===== src/rtl/keypad_pkg.sv =====
// Shared types and constants for the 4x4 hex keypad scanner.
// The key map is indexed by {row, col} as seen by the scanner.
package keypad_pkg;

   typedef enum logic [1:0] {
      StScan,
      StDebounce,
      StPressed,
      StRelease
   } state_e;

   localparam logic [3:0] KEY_STAR = 4'hE;
   localparam logic [3:0] KEY_HASH = 4'hF;

   localparam logic [3:0] KEY_MAP [16] = '{
      4'h1,     4'h2, 4'h3,     4'hA,
      4'h4,     4'h5, 4'h6,     4'hB,
      4'h7,     4'h8, 4'h9,     4'hC,
      KEY_STAR, 4'h0, KEY_HASH, 4'hD
   };

   // True when exactly one active-low column is pulled down.
   function automatic logic one_cold(input logic [3:0] c);
      case (c)
         4'b1110, 4'b1101, 4'b1011, 4'b0111: one_cold = 1'b1;
         default:                            one_cold = 1'b0;
      endcase
   endfunction

   function automatic logic [1:0] col_index(input logic [3:0] c);
      case (c)
         4'b1110: col_index = 2'd0;
         4'b1101: col_index = 2'd1;
         4'b1011: col_index = 2'd2;
         default: col_index = 2'd3;
      endcase
   endfunction

endpackage


===== src/rtl/sync2.sv =====
// Generic two-flop synchroniser for signals asynchronous to clk.
module sync2 #(
   parameter int unsigned      WIDTH   = 1,
   parameter logic [WIDTH-1:0] RST_VAL = '0
) (
   input  logic             clk,
   input  logic             clr_n,
   input  logic [WIDTH-1:0] d,
   output logic [WIDTH-1:0] q
);

   logic [WIDTH-1:0] meta_q;

   always_ff @(posedge clk or negedge clr_n) begin
      if (!clr_n) begin
         meta_q <= RST_VAL;
         q      <= RST_VAL;
      end else begin
         meta_q <= d;
         q      <= meta_q;
      end
   end

endmodule


===== src/rtl/keypad_scanner.sv =====
// 4x4 matrix keypad scanner: row drive, debounce, one-cycle key strobe and an
// eight-digit shift register feeding the seven-segment display.
module keypad_scanner
   import keypad_pkg::*;
#(
   parameter int unsigned DIV_W        = 18,
   parameter int unsigned DEBOUNCE_CNT = 4
) (
   input  logic        clk,
   input  logic        clr_n,
   input  logic [3:0]  col,
   input  logic        digit_clr,
   output logic [3:0]  row,
   output logic        key_valid,
   output logic [3:0]  key_code,
   output logic        key_held,
   output logic [31:0] digits
);

   localparam int unsigned CNT_W = (DEBOUNCE_CNT > 2) ? $clog2(DEBOUNCE_CNT) : 1;
   // The detecting tick counts as the first match, so the last step is from DEBOUNCE_CNT-2.
   localparam logic [CNT_W-1:0] CNT_PEN = CNT_W'(DEBOUNCE_CNT - 2);

   logic [3:0]       col_s;
   logic [DIV_W-1:0] div_q;
   logic             tick;
   state_e           state_q, state_d;
   logic [1:0]       row_idx_q, row_idx_d;
   logic [1:0]       col_idx_q, col_idx_d;
   logic [3:0]       col_lat_q, col_lat_d;
   logic [CNT_W-1:0] cnt_q, cnt_d;
   logic             accept, release_done;

   sync2 #(
      .WIDTH   (4),
      .RST_VAL (4'hF)
   ) u_col_sync (
      .clk   (clk),
      .clr_n (clr_n),
      .d     (col),
      .q     (col_s)
   );

   assign tick = &div_q;

   always_comb begin
      state_d      = state_q;
      row_idx_d    = row_idx_q;
      col_idx_d    = col_idx_q;
      col_lat_d    = col_lat_q;
      cnt_d        = cnt_q;
      accept       = 1'b0;
      release_done = 1'b0;
      if (tick) begin
         unique case (state_q)
            StScan: begin
               if (one_cold(col_s)) begin
                  col_lat_d = col_s;
                  col_idx_d = col_index(col_s);
                  cnt_d     = '0;
                  state_d   = StDebounce;
               end else begin
                  row_idx_d = row_idx_q + 2'd1;
               end
            end
            StDebounce: begin
               if (col_s == col_lat_q) begin
                  cnt_d = cnt_q + CNT_W'(1);
                  if (cnt_q == CNT_PEN) begin
                     state_d = StPressed;
                     accept  = 1'b1;
                  end
               end else begin
                  state_d   = StScan;
                  row_idx_d = row_idx_q + 2'd1;
               end
            end
            StPressed: begin
               if (col_s == 4'hF) begin
                  cnt_d   = '0;
                  state_d = StRelease;
               end
            end
            StRelease: begin
               if (col_s == 4'hF) begin
                  cnt_d = cnt_q + CNT_W'(1);
                  if (cnt_q == CNT_PEN) begin
                     state_d      = StScan;
                     row_idx_d    = row_idx_q + 2'd1;
                     release_done = 1'b1;
                  end
               end else begin
                  state_d = StPressed;
               end
            end
            default: state_d = StScan;
         endcase
      end
   end

   always_ff @(posedge clk or negedge clr_n) begin
      if (!clr_n) begin
         div_q     <= '0;
         state_q   <= StScan;
         row_idx_q <= 2'd0;
         col_idx_q <= 2'd0;
         col_lat_q <= 4'hF;
         cnt_q     <= '0;
         row       <= 4'b1110;
         key_valid <= 1'b0;
         key_code  <= 4'h0;
         key_held  <= 1'b0;
         digits    <= '0;
      end else begin
         div_q     <= div_q + DIV_W'(1);
         state_q   <= state_d;
         row_idx_q <= row_idx_d;
         col_idx_q <= col_idx_d;
         col_lat_q <= col_lat_d;
         cnt_q     <= cnt_d;
         row       <= ~(4'b0001 << row_idx_d);
         key_valid <= accept;
         if (accept) begin
            key_code <= KEY_MAP[{row_idx_q, col_idx_q}];
            key_held <= 1'b1;
         end else if (release_done) begin
            key_held <= 1'b0;
         end
         // Shift the code committed on the strobe cycle; a clear wins over it.
         if (digit_clr) begin
            digits <= '0;
         end else if (key_valid) begin
            digits <= {digits[27:0], key_code};
         end
      end
   end

endmodule


===== config.mk =====
export PLATFORM = sky130hd
export DESIGN_NAME = keypad_scanner
export DESIGN_NICKNAME = d
export VERILOG_FILES = /design/src/rtl/keypad_pkg.sv /design/src/rtl/sync2.sv /design/src/rtl/keypad_scanner.sv
export SDC_FILE = /design/constraint.sdc
export NUM_CORES = 1
export LEC_CHECK = 0
export ABC_AREA = 1
export BUFFER_PORTS_ARGS = -buffer_cell sky130_fd_sc_hd__buf_2
export CELL_PAD_IN_SITES_DETAIL_PLACEMENT = 0
export CELL_PAD_IN_SITES_GLOBAL_PLACEMENT = 1
export CORE_ASPECT_RATIO = 1.75
export CORE_MARGIN = 10
export CORE_UTILIZATION = 45
export CTS_CLUSTER_SIZE = 28
export DETAILED_ROUTE_END_ITERATION = 8
export GPL_TIMING_DRIVEN = 0
export PLACE_DENSITY_LB_ADDON = 0.1
export SETUP_SLACK_MARGIN = 0.05
export SKIP_LAST_GASP = 1
export SLEW_MARGIN = 5
export SYNTH_ARGS = -nofsm -noshare
export SYNTH_HDL_FRONTEND = slang
export SYNTH_SLANG_ARGS = --single-unit

===== constraint.sdc =====
create_clock -name clk -period 2.5 [get_ports clk]
set_clock_uncertainty 0.15 [all_clocks]
set_input_delay 0.125 -clock clk [delete_from_list [all_inputs] [get_ports clk]]
set_output_delay 0.125 -clock clk [all_outputs]
set_load 0.02 [all_outputs]

Word level (Yosys, flattened, before mapping). Memory sizes are Yosys's and may differ from the RTL's. A register that Yosys moved wholly into a read port is not among the register bits. Cells that the tools add are included.

Bits in registers: 76. Bits in read-only memories: 64. Bits of input ports: 7. Output and inout bits: 42. Word-level logic and storage cells: 77. Memories kept: 1.

Memory list: (no name shown) (words 16, bits a word 4, read ports 1, clocked after memory_dff 1, wr ports 0, line keypad_scanner.sv:124) `key_code <= KEY_MAP[{row_idx_q, col_idx_q}];`.

Add/sub/neg operators: 3. Equality and inequality tests: 16. Shift-type cells: 1. Multiplexer cells: 33. Bitwise operators: 2. Reduce and logical (&&, ||, !) cells: 9.

Operators by type and width (number): 32-bit two-way mux (2); 22-bit AND reduction (2); 2-bit two-way mux (15); 20-bit AND reduction (1); 18-bit by 1-bit adder with 18-bit output, second input constant (1); 18-bit AND reduction (1); 4-bit == test, second input constant (4); 2-bit case mux with 4 select lines (2); 1-bit two-way mux (12); 2-bit case mux with 3 select lines (2); 2-bit != test, second input constant (4); 2-bit == test, second input constant (3); 3-bit != test, second input constant (2); 4-bit NOT with 5-bit output (1); 2-bit by 1-bit adder with 2-bit output, second input constant (2); 4-bit by 3-bit == test with 1-bit output, second input constant (1); 4-bit == test (1); 4-bit NOT (1); 2-bit nonzero test (2); 4-bit OR reduction (1); 1-bit by 2-bit left shift with 4-bit output, first input constant (1); 2-bit by 1-bit == test with 1-bit output, second input constant (1); 2-bit zero test (1); 1-bit zero test (1).

Longest topological paths before layout. Gate-level depths: netlist of run 1.

Word-level depth: 10. Mapped depth: 13. Depth with buffers taken out: 13.

Modules after synthesis. A second synthesis of run 1 with hierarchy kept.

Cells, all modules: 388. Area total of the unflattened synthesis: 3644.7 um^2.

Modules (own cells, without submodules): keypad_scanner (times used 1, cells an instance 380, area an instance 3434.5 um^2, sequential area each 1810.5 um^2); sync2 (times used 1, cells an instance 8, area an instance 210.2 um^2, sequential area each 210.2 um^2).

Worst setup path before layout of run 1. OpenSTA, ideal clock, no wires.

Kind: register to register. Start: register div_q[0]. End: register cnt_q[1]. Library setup time: 0.121 ns. Arrival time: 1.411 ns. Data required time: 2.229 ns. Setup slack: 0.818 ns. Stages on the path, launching flop included: 13. Path buffers: 0. Period minus slack after synthesis: 1.682 ns. Cells stage by stage: dfrtp_1 > ha_1 > nand2_1 > nor2_4 > nand2_4 > nor2_8 > nand2_4 > inv_2 > nand2_2 > nor2_4 > nand2_1 > nand2_1 > o21ai_1.

Longest elaborated chain between the ends: 1.

RTL lines: from (decl) (line keypad_scanner.sv:25) `logic [DIV_W-1:0] div_q;`; from (signal assigned) (line keypad_scanner.sv:115) `div_q <= div_q + DIV_W'(1);`; 22-bit AND reduction (no source line); to (signal assigned) (line keypad_scanner.sv:120) `cnt_q <= cnt_d;`; to (decl) (line keypad_scanner.sv:31) `logic [CNT_W-1:0] cnt_q, cnt_d;`.

No other way between the ends. A chain may end at the register's enable or synchronous reset.

Worst setup path in the final report of run 1.
Start: register u_col_sync.q[2]. End: register key_code[3].

Longest elaborated chain between the ends: 4.

RTL lines: from (decl) (line sync2.sv:9) `output logic [WIDTH-1:0] q`; from (signal assigned) (line sync2.sv:20) `q <= meta_q;`; 4-bit == test (line keypad_scanner.sv:67) `if (col_s == col_lat_q) begin`; 1-bit two-way mux (line keypad_scanner.sv:67); 1-bit two-way mux (line keypad_scanner.sv:55) `unique case (state_q)`; 1-bit two-way mux (line keypad_scanner.sv:54) `if (tick) begin`; to (decl) (line keypad_scanner.sv:15) `output logic [3:0] key_code,`.

No other way between the ends.

==> results.md, run 1 <==
- CP endpoint kind: flip-flop
- Final setup violation count: 0
- Post-CTS setup buffers: 0
- Post-synth EDFFs: 0
- Setup TNS: 0 ps
- Clk sinks: 80
- Worst-path clk slew: roughly 60 ps
- Post-synth ARST share: 1.000
- Final cycle utilization of the critical path: 0.7850
- CP arrival: between 2000 and 2500 ps
- Peak VDD IR: 0.0003487 V
- Status: completed
- Fillers: 734
- Antenna violations before repair: 0
- Final antenna-violating net count: 0
- Critical Path Source Type: flip-flop
- Final max-slew violation count: 0
- Synthesis-to-layout area growth: 20.65%
- Most common cell after layout, fill and taps aside: nand2_1
- Cell Chain, Critical Path: inv_1 -> nand2_1 -> nand2_1 -> nor2_1 -> nand3_1 -> inv_1 -> nand3_2 -> nand2_1 -> o21ai_0
- Post-DP HPWL: 5530 um
- Commonest cells after routing, fill and taps aside: 86 x nand2_1, 65 x dfrtp_1, 53 x inv_1
- I/O Pins: between 40 and 50
- Post_cts resized: 0
- Synth Net Count: 396
- Die height: about 140 um
- Clock Latency Late Sink: between 300 and 400 ps
- CP required: 2560 ps
- Place WS: 517.6 ps
- Sequential share of the synthesized area: 0.5643
- Antenna diode count: 0
- Type of the worst setup path: flip-flop to flip-flop
- Pin slew with the least headroom to its limit: between 600 and 700 ps
- Starting Density: 0.4559
- Initial drt markers: 101
- Mapped Avg Cell Area: 9.399 um^2
- Fin util: 0.5500
- R2r setup slk: roughly 540 ps
- # hold bufs at CTS: 6
- Post-Syn Area: approximately 3600 um^2
- First-pass GRT wire length: 12210 um
- Vias per cell: 4.948
- Fmax: 509.6 MHz
- Max stage delay cell, worst path: dfstp_2
- Pin count of the biggest net entering global routing: 50
- Vias in the first global route: 2643
- Lkg Pwr: 2.187 nW
- CP max FO: 10
- Ys Warns: 0
- Worst hold slack: 136.2 ps
- FF+latch count, synth: 80
- CTS Buffer Depth: 2
- Drt wl/cell: 13.46 um
- Maximum capacitance violations: 0
- Fin. Hold Viols: 0
- Root Driver: clkbuf_16
- Normalized max-slew margin: 0.5750
- Power Density: slightly above 600 nW/um^2
- CP dominant cell by count: nand2_1
- Inserted Clock Buffers: 9
- Placer's final routability congestion estimate: between 0.7 and 0.8
- TritonRoute pass-1 iters: 4
- Core Box Area: 7855 um^2
- Total gr overflow: 0
- Die area: approximately 12000 um^2
- Routed WL: around 7300 um
- CP peak stage delay: between 500 and 600 ps
- Post-route DRC: 0
- Global-route usage over all layers: 0.1249
- DR vias: 2682
- Cell row count: 43
- Cells after Synth: 381
- Port Buf Inserts: 48
- Worst setup margin: 537.5 ps
- RSZ-0062 raised after global routing: no
- H-tree depth: 3
- Share of layout cells above drive strength 1: 0.2235
- Die W: slightly below 90 um
- Nets: 462
- Distinct cell type count after synthesis: 33
- CTS tree: built
- Hold Crit Class: input pin to async pin
- Primary FF master, synth: dfrtp_1
- Tmin final: roughly 2000 ps
-- layer usage --
metal  up-vias  global-route usage  wire (um)
met1      1254              0.1302       2836
met2        51              0.2204       3915
met4         0             0.05565        128
li1       1366                   -          -
met5         -                   0          0
met3        11             0.03471        413
-- logic make-up (layout without fill, tap and decap cells) --
family                     Yosys count  in the layout  synth area share
buffers and inverters               66            137           0.07128
and+or+nand+nor                    153            153            0.2058
xor gates and xnor gates            16             16           0.03913
adders and majority gates            8              8           0.02795
DFF                                 80             80            0.5643
AOI/OAI and AO/OA                   58             58           0.09155
-- worst paths after layout --
kind,startpoint,end,cells past startpoint
max in group asynchronous,clr_n,row[3],3
min in group clk,u_col_sync.meta_q[1],u_col_sync.q[1],0
min,clr_n,digits[14],2
max,u_col_sync.q[2],key_code[3],9
max reg2reg,u_col_sync.q[2],key_code[3],9
min reg2reg,u_col_sync.meta_q[1],u_col_sync.q[1],0
-- critical path, delay by kind of cell, from the launching register on --
kind | cells | cell delay [ps]
DFF | 1 | 570
and+or+nand+nor | 6 | 810
AOI/OAI and AO/OA | 1 | 80
buffers and inverters | 2 | 230
-- layout make-up --
| type | count | area [um^2] | share of cell area |
|---|---|---|---|
| buffer | 7 | 33.78 | 0.007819 |
| tap | 90 | 112.6 | 0.02606 |
| multi-input combinational | 235 | 1305 | 0.3021 |
| timing repair buffer | 55 | 330.3 | 0.07646 |
| inverter | 59 | 221.5 | 0.05126 |
| sequential | 80 | 2021 | 0.4677 |
| clock buffer | 10 | 239.0 | 0.05531 |
| clock inverter | 6 | 57.56 | 0.01332 |
-- registers in the layout, summed over array words and instances (netlist names) --
name               flops
u_col_sync.meta_q      4
state_q                2
div_q                 18
row                    4
row_idx_q              2
col_idx_q              2
cnt_q                  2
key_code               4
key_valid              1
col_lat_q              4
u_col_sync.q           4
key_held               1
digits                32
-- cell usage after synthesis, types with 2 or more instances --
| cell | instances | area (um^2) |
|---|---|---|
| inv_2 | 4 | 15.01 |
| ha_1 | 8 | 100.1 |
| nand3_2 | 3 | 30.03 |
| o21ai_0 | 26 | 130.1 |
| dfstp_2 | 15 | 394.1 |
| nor2_2 | 2 | 12.51 |
| o22ai_1 | 20 | 125.1 |
| nand2_2 | 2 | 12.51 |
| inv_1 | 53 | 198.9 |
| a21oi_1 | 5 | 25.02 |
| clkinv_1 | 2 | 7.510 |
| xnor2_1 | 6 | 52.55 |
| nand4_1 | 8 | 50.05 |
| nand2_1 | 86 | 322.8 |
| o21ai_1 | 2 | 10.01 |
| nand2_4 | 2 | 22.52 |
| clkbuf_1 | 6 | 22.52 |
| nor2_1 | 19 | 71.32 |
| nand3_1 | 21 | 105.1 |
| dfrtp_1 | 65 | 1627 |
| xor2_1 | 10 | 87.58 |
| nor2_4 | 5 | 56.30 |
-- where the power goes --
group / total (W) / switching (W) / internal, W / leakage, nW
logic: 0.0000800 / 0.0000554 / 0.0000246 / 0.986
clock network: 0.00130 / 0.000501 / 0.000794 / 0.150
registers: 0.00131 / 0.00000559 / 0.00131 / 1.05
total: 0.00269 / 0.000562 / 0.00213 / 2.19
-- metrics by stage --
| stage | total power [W] | instance area (um^2) | instances |
|---|---|---|---|
| final | 0.002689 | 4320 | 542 |
| after global routing | 0.002781 | 4320 | 542 |
| after CTS | 0.002731 | 4320 | 542 |
| after detailed placement | 0.001412 | 3964 | 520 |
| after global placement | 0.001405 | 3934 | 519 |
| after floorplan | 0.001365 | 3581 | 381 |
Note: power is estimated with default switching activity, not from simulation.
==> run 2: changes to the inputs <==
Settings changed: CORE_UTILIZATION 45 to 44.
Clock period 2.5 ns to 1.9 ns, I/O delays scaled along.
==> run 2 against run 1 <==
Net effect:
- non-clock buffer count up 17
- first-iteration DRC count up 23%
- via count up 3.5%
- maximum frequency up 8.5%
- sequential share of layout area down 2.8 points
- register-to-register slack worse by 450 ps
- routed wire length up 4.9%
- sequential power up 32%
- setup slack worse by 450 ps
- global-route usage up 0.26 points
- clock power up 22%
- critical path type unchanged
==> results.md, run 2 (same netlist as run 1, synthesis figures left out) <==
- Status: completed
- Worst-path clk slew: 60 ps
- Die W: 88.20 um
- TritonRoute pass-1 iters: 4
- Synthesis-to-layout area growth: 28.23%
- FF-to-FF Start: div_q[1]
- Vias in the first global route: 2768
- Routed WL: 7649 um
- Cell row count: 43
- Pin slew with the least headroom to its limit: ~460 ps
- Tot Pwr: 0.003434 W
- R2r endpoint: cnt_q[0]
- Core Box Area: roughly 7900 um^2
- Met1 Track Usage GR: 0.1395
- CP peak stage delay: 390 ps
- Final setup violation count: 0
- Maximum capacitance violations: 0
- DR vias: approximately 2800
- Largest registers: digits x32, div_q x18
- Starting Density: 0.4528
- Antenna diode count: 0
- Post-route DRC: 0
- GRT busiest layer: met2
- CTS Buffer Depth: 2
- RSZ-0062 raised after global routing: yes
- H-tree depth: 3
- Root Driver: clkbuf_16
- Power Density: 747.9 nW/um^2
- Max reg flops: 32
- Max stage delay cell, worst path: dfrtp_1
- Total gr overflow: 0
- Hold Crit Class: input pin to async pin
- Antenna violations before repair: 0
- Pin count of the biggest net entering global routing: 67
- Critical Path Source Type: flip-flop
- Die area: 12290 um^2
- Peak VDD IR: 0.0005614 V
- Normalized max-slew margin: 0.6947
- Tmin final: 1809 ps
- Setup TNS: 0 ps
- Met3 Use GR: 0.04150
- Fmax: roughly 550 MHz
- Final antenna-violating net count: 0
- Drt wl/cell: 13.68 um
- Die height: approximately 140 um
- Post-DP HPWL: about 5400 um
- Type of the worst setup path: flip-flop to flip-flop
- Biggest register: digits
- Inserted Clock Buffers: 9
- Vias per cell: just under 5
- Fin. Hold Viols: 0
- Clock Latency Late Sink: 340 ps
- First-pass GRT wire length: 12680 um
- CP required: just under 2000 ps
- M2 GR Usage: 0.2157
- Clk sinks: 80
- CP endpoint kind: flip-flop
- Lkg Pwr: 2.283 nW
- CP max FO: 5
- Reg2Reg Depth: 12
- Global-route usage over all layers: 0.1274
- Setup crit end: cnt_q[0]
- Share of layout cells above drive strength 1: 0.3092
- Most common cell after layout, fill and taps aside: nand2_1
- CP dominant cell by count: nand2_4
- I/O Pins: between 40 and 50
- Placer's final routability congestion estimate: 0.7726
- R2r setup slk: between 90 and 100 ps
- Initial drt markers: 124
- Nets: roughly 480
- Crit path launch: div_q[1]
- Port Buf Inserts: 48
- Final cycle utilization of the critical path: 0.9522
- CP arrival: between 1500 and 2000 ps
- Commonest cells after routing, fill and taps aside: 77 x nand2_1, 65 x dfrtp_1, 49 x inv_1
- CTS tree: built
- Final max-slew violation count: 0
- Cell Chain, Critical Path: ha_4 -> nand2_4 -> nor2_4 -> nand2_4 -> nor2_8 -> nand2_8 -> inv_8 -> nand2_4 -> nor2_4 -> nand2_4 -> nand2_2 -> o21ai_1
## run 2: cell count changes in the layout (fill, tap and decap cells not counted), moves of 4 or more
| cell | delta |
|---|---|
| buf_4 | +16 |
| nand2_1 | -9 |
| nand2_2 | +5 |
| nor2_1 | -5 |
| inv_1 | -4 |
| nand3_1 | -4 |
| nor2_4 | +4 |
## run 2: worst max-delay path: cells and delay by family (launching register included)
| family | cells | cell delay (ps) |
|---|---|---|
| adder cells (fa/ha/maj) | 1 | 170 |
| flip-flops | 1 | 390 |
| buffers and inverters | 1 | 80 |
| AND/OR/NAND/NOR | 9 | 850 |
| AO/OA/AOI/OAI | 1 | 50 |
## run 2: worst min-delay path by stage
stage,from,end,slack [ps]
floorplan,clr_n,cnt_q[0],-350
global placement,col[3],u_col_sync.meta_q[3],50
CTS,clr_n,digits[18],9
finish,clr_n,digits[18],20
detailed placement,clr_n,digits[18],-180
global route,clr_n,digits[22],40
## run 2: stage by stage
| step | util | cells | area (um^2) | worst slack, ps | hold slack, ps |
|---|---|---|---|---|---|
| global route | 0.5806 | 559 | 4592 | -33.36 | 44.87 |
| CTS | 0.5460 | 543 | 4318 | 20.56 | 8.946 |
| floorplan | - | 381 | 3581 | 218.1 | -350.6 |
| detailed placement | 0.5012 | 520 | 3964 | -51.87 | -175.5 |
| global placement | 0.4974 | 519 | 3934 | -63.29 | 49.60 |
| finish | 0.5806 | 559 | 4592 | 90.79 | 21.35 |
## run 2: timing repair
item / CTS / global route
resized for setup: 7 / 37
hold endpoints to repair: 76 / 0
cloned: 0 / 1
hold buffers: 6 / 0
pin swaps: 1 / 20
buffers inserted: 1 / 16
setup endpoints to repair: 30 / 32
## run 2: layout make-up
cell class | instances | area, um^2
multi-input cells | 235 | 1451
well taps | 90 | 112.6
inverters | 59 | 229.0
plain buffers | 6 | 31.28
repair buffers | 73 | 475.5
fillers | 720 | 3317
clock inverters | 7 | 46.29
clock buffers | 9 | 225.2
flip-flops and latches | 80 | 2021
## run 2: per-layer routing
layer,wire length [um],part of all wire
met5,0,0
met4,139,0.018
met3,489,0.064
met2,4067,0.53
met1,2953,0.39
## run 2: where the power goes
group          internal (W)  total (W)  leakage, nW  switching, W
registers           0.00172    0.00173         1.05    0.00000783
clock network      0.000881    0.00158        0.129      0.000696
logic             0.0000435   0.000129         1.10     0.0000853
total               0.00264    0.00343         2.28      0.000789
==> run 3: changes to the inputs <==
Settings changed: CORE_UTILIZATION 44 to 37.
==> run 3 against run 2 <==
Net effect:
- worst hold slack better by 130 ps
- first-iteration DRC count is 14% lower
- combinational power about the same
- largest cell class unchanged
- sequential power about the same
- critical endpoint is now state_q[1]
- global-route usage fell by 1.2 points
- register-to-register slack worse by 30 ps
- largest power group is now the clock network
- via count increased by 0.72%
- count of clock-buffer cells in the layout unchanged
- sequential share of layout area down 0.53 points
- routed wire length increased by 2.5%
==> results.md, run 3 (same netlist as run 1, synthesis figures left out) <==
- Sw Pwr: 0.0008180 W
- Initial drt markers: approximately 110
- Power Density: 776.6 nW/um^2
- Fin area: 4648 um^2
- Most common cell after layout, fill and taps aside: nand2_1
- Cell row count: 47
- DR vias: 2796
- Share of layout cells above drive strength 1: 0.3241
- Antenna diode count: 0
- Clock network power share: 0.486
- Comb pwr share: 0.035
- I/O Pins: 49
- Global-route usage over all layers: 0.1157
- Inserted Clock Buffers: 9
- Starting Density: 0.3782
- Synthesis-to-layout area growth: 29.80%
- Total gr overflow: 0
- Maximum capacitance violations: 0
- First-pass GRT wire length: about 13000 um
- Peak VDD IR: 0.0005037 V
- Final max-slew violation count: 0
- Post-route DRC: 0
- Antenna violations before repair: 0
- Type of the worst setup path: flip-flop to flip-flop
- Placer's final routability congestion estimate: 0.7891
- Vias per cell: 4.731
- Clk sinks: 80
- Fin util: 0.4909
- Core Box Area: ~9500 um^2
- Pin slew with the least headroom to its limit: 501.6 ps
- Layout Cells excl Fill: 591
- CTS Buffer Depth: 2
- Max reg flops: 32
- Die W: roughly 94 um
- Tmin final: 1837 ps
- Final setup violation count: 0
- Status: completed
- Largest registers: digits x32, div_q x18
- Place WS: -90.88 ps
- Port Buf Inserts: 48
- Pin count of the biggest net entering global routing: 70
- Lkg Pwr: 2.271 nW
- Post-DP HPWL: around 5600 um
- Worst-path clk slew: 70 ps
- CP max FO: 5
- Vias in the first global route: between 2000 and 3000
- Post-DP Area: approximately 4000 um^2
- Biggest register: digits
- Critical Path Source Type: flip-flop
- H-tree depth: 3
- Die area: 14170 um^2
- Fmax: between 500 and 600 MHz
- Normalized max-slew margin: 0.6645
- Hold Crit Class: input pin to async pin
- Reg power frac: 0.479
- Worst hold slack: 155.8 ps
- Nets: 479
- Worst setup margin: 63.06 ps
- RSZ-0062 raised after global routing: yes
- Sw frac: 0.2266
- CP arrival: ~2000 ps
- Root Driver: clkbuf_16
- CP endpoint kind: flip-flop
- Final cycle utilization of the critical path: 0.9668
- Clock Latency Late Sink: 340 ps
- Inst Count DP: 552
- Cell-internal power: 0.002792 W
- CTS tree: built
- Die height: 150.1 um
- Fin. Hold Viols: 0
- Commonest cells after routing, fill and taps aside: 69 x nand2_1, 65 x dfrtp_1, 48 x inv_1, 48 x buf_2, 26 x o21ai_0
- Drt wl/cell: 13.27 um
- TritonRoute pass-1 iters: 4
- Routed WL: 7840 um
- Final antenna-violating net count: 0
- CP required: 2020 ps
==> run 3: timing repair <==
action                                  4_1_cts  5_1_grt
resized for setup                            11       36
hold buffers                                  7        0
setup buffers                                 1       15
endpoints found under the setup margin       21       22
endpoints found under the hold margin        77        0
pin swaps                                     1       25
gates cloned                                  0        1
==> run 3: path summary, 6_finish.rpt <==
| check | start | end | slack, ps | cells past startpoint |
|---|---|---|---|---|
| worst max-delay path | div_q[0] | state_q[1] | 60 | 13 |
| worst min-delay path | clr_n | digits[22] | 160 | 3 |
| worst max register to register | div_q[0] | state_q[1] | 60 | 13 |
| worst min register to register | u_col_sync.meta_q[1] | u_col_sync.q[1] | 210 | 0 |
| max in group asynchronous | clr_n | div_q[15] | 570 | 3 |
| min in group clk | u_col_sync.meta_q[1] | u_col_sync.q[1] | 210 | 0 |
==> run 3: final cells by class <==
type | instances | area (um^2)
tap | 122 | 152.6
buffer | 6 | 30.03
timing repair buffer | 73 | 465.4
multi-input combinational | 235 | 1446
fill | 928 | 4820
clock inverter | 7 | 78.83
sequential | 80 | 2021
clock buffer | 9 | 225.2
inverter | 59 | 229.0
==> run 3: critical path, cell delays in order (launching register included) <==
cell and delay (ps):
dfrtp_1 350, ha_2 200, nand2_2 80, nor2_4 120
nand2_4 90, nor2_8 150, nand2_8 100, inv_8 80
nand2_4 50, nor2_4 160, nand2_2 90, inv_2 70
nand2_1 50, nand2_1 50
==> run 3: power groups by stage <==
stage | clock network (W) | logic (W) | registers [W]
after floorplan | 0 | 0.0000402 | 0.00176
after global placement | 0 | 0.0000925 | 0.00176
after detailed placement | 0 | 0.000101 | 0.00176
after CTS | 0.00182 | 0.000116 | 0.00173
after global routing | 0.00187 | 0.000144 | 0.00173
final | 0.00175 | 0.000127 | 0.00173
==> run 3: metrics by stage <==
step                TNS [ps]  power [W]
CTS                        0   0.003658
finish                     0   0.003610
detailed placement    -637.6   0.001859
global route          -113.7   0.003742
floorplan                  0   0.001796
global placement      -570.4   0.001850
==> run 3: per-layer routing <==
| layer | up-vias | GRT usage | part of all wire |
|---|---|---|---|
| met5 | - | 0 | 0 |
| met4 | 0 | 0.05725 | 0.019 |
| met3 | 13 | 0.03390 | 0.067 |
| met2 | 47 | 0.2059 | 0.53 |
| met1 | 1333 | 0.1187 | 0.39 |
| li1 | 1403 | - | - |
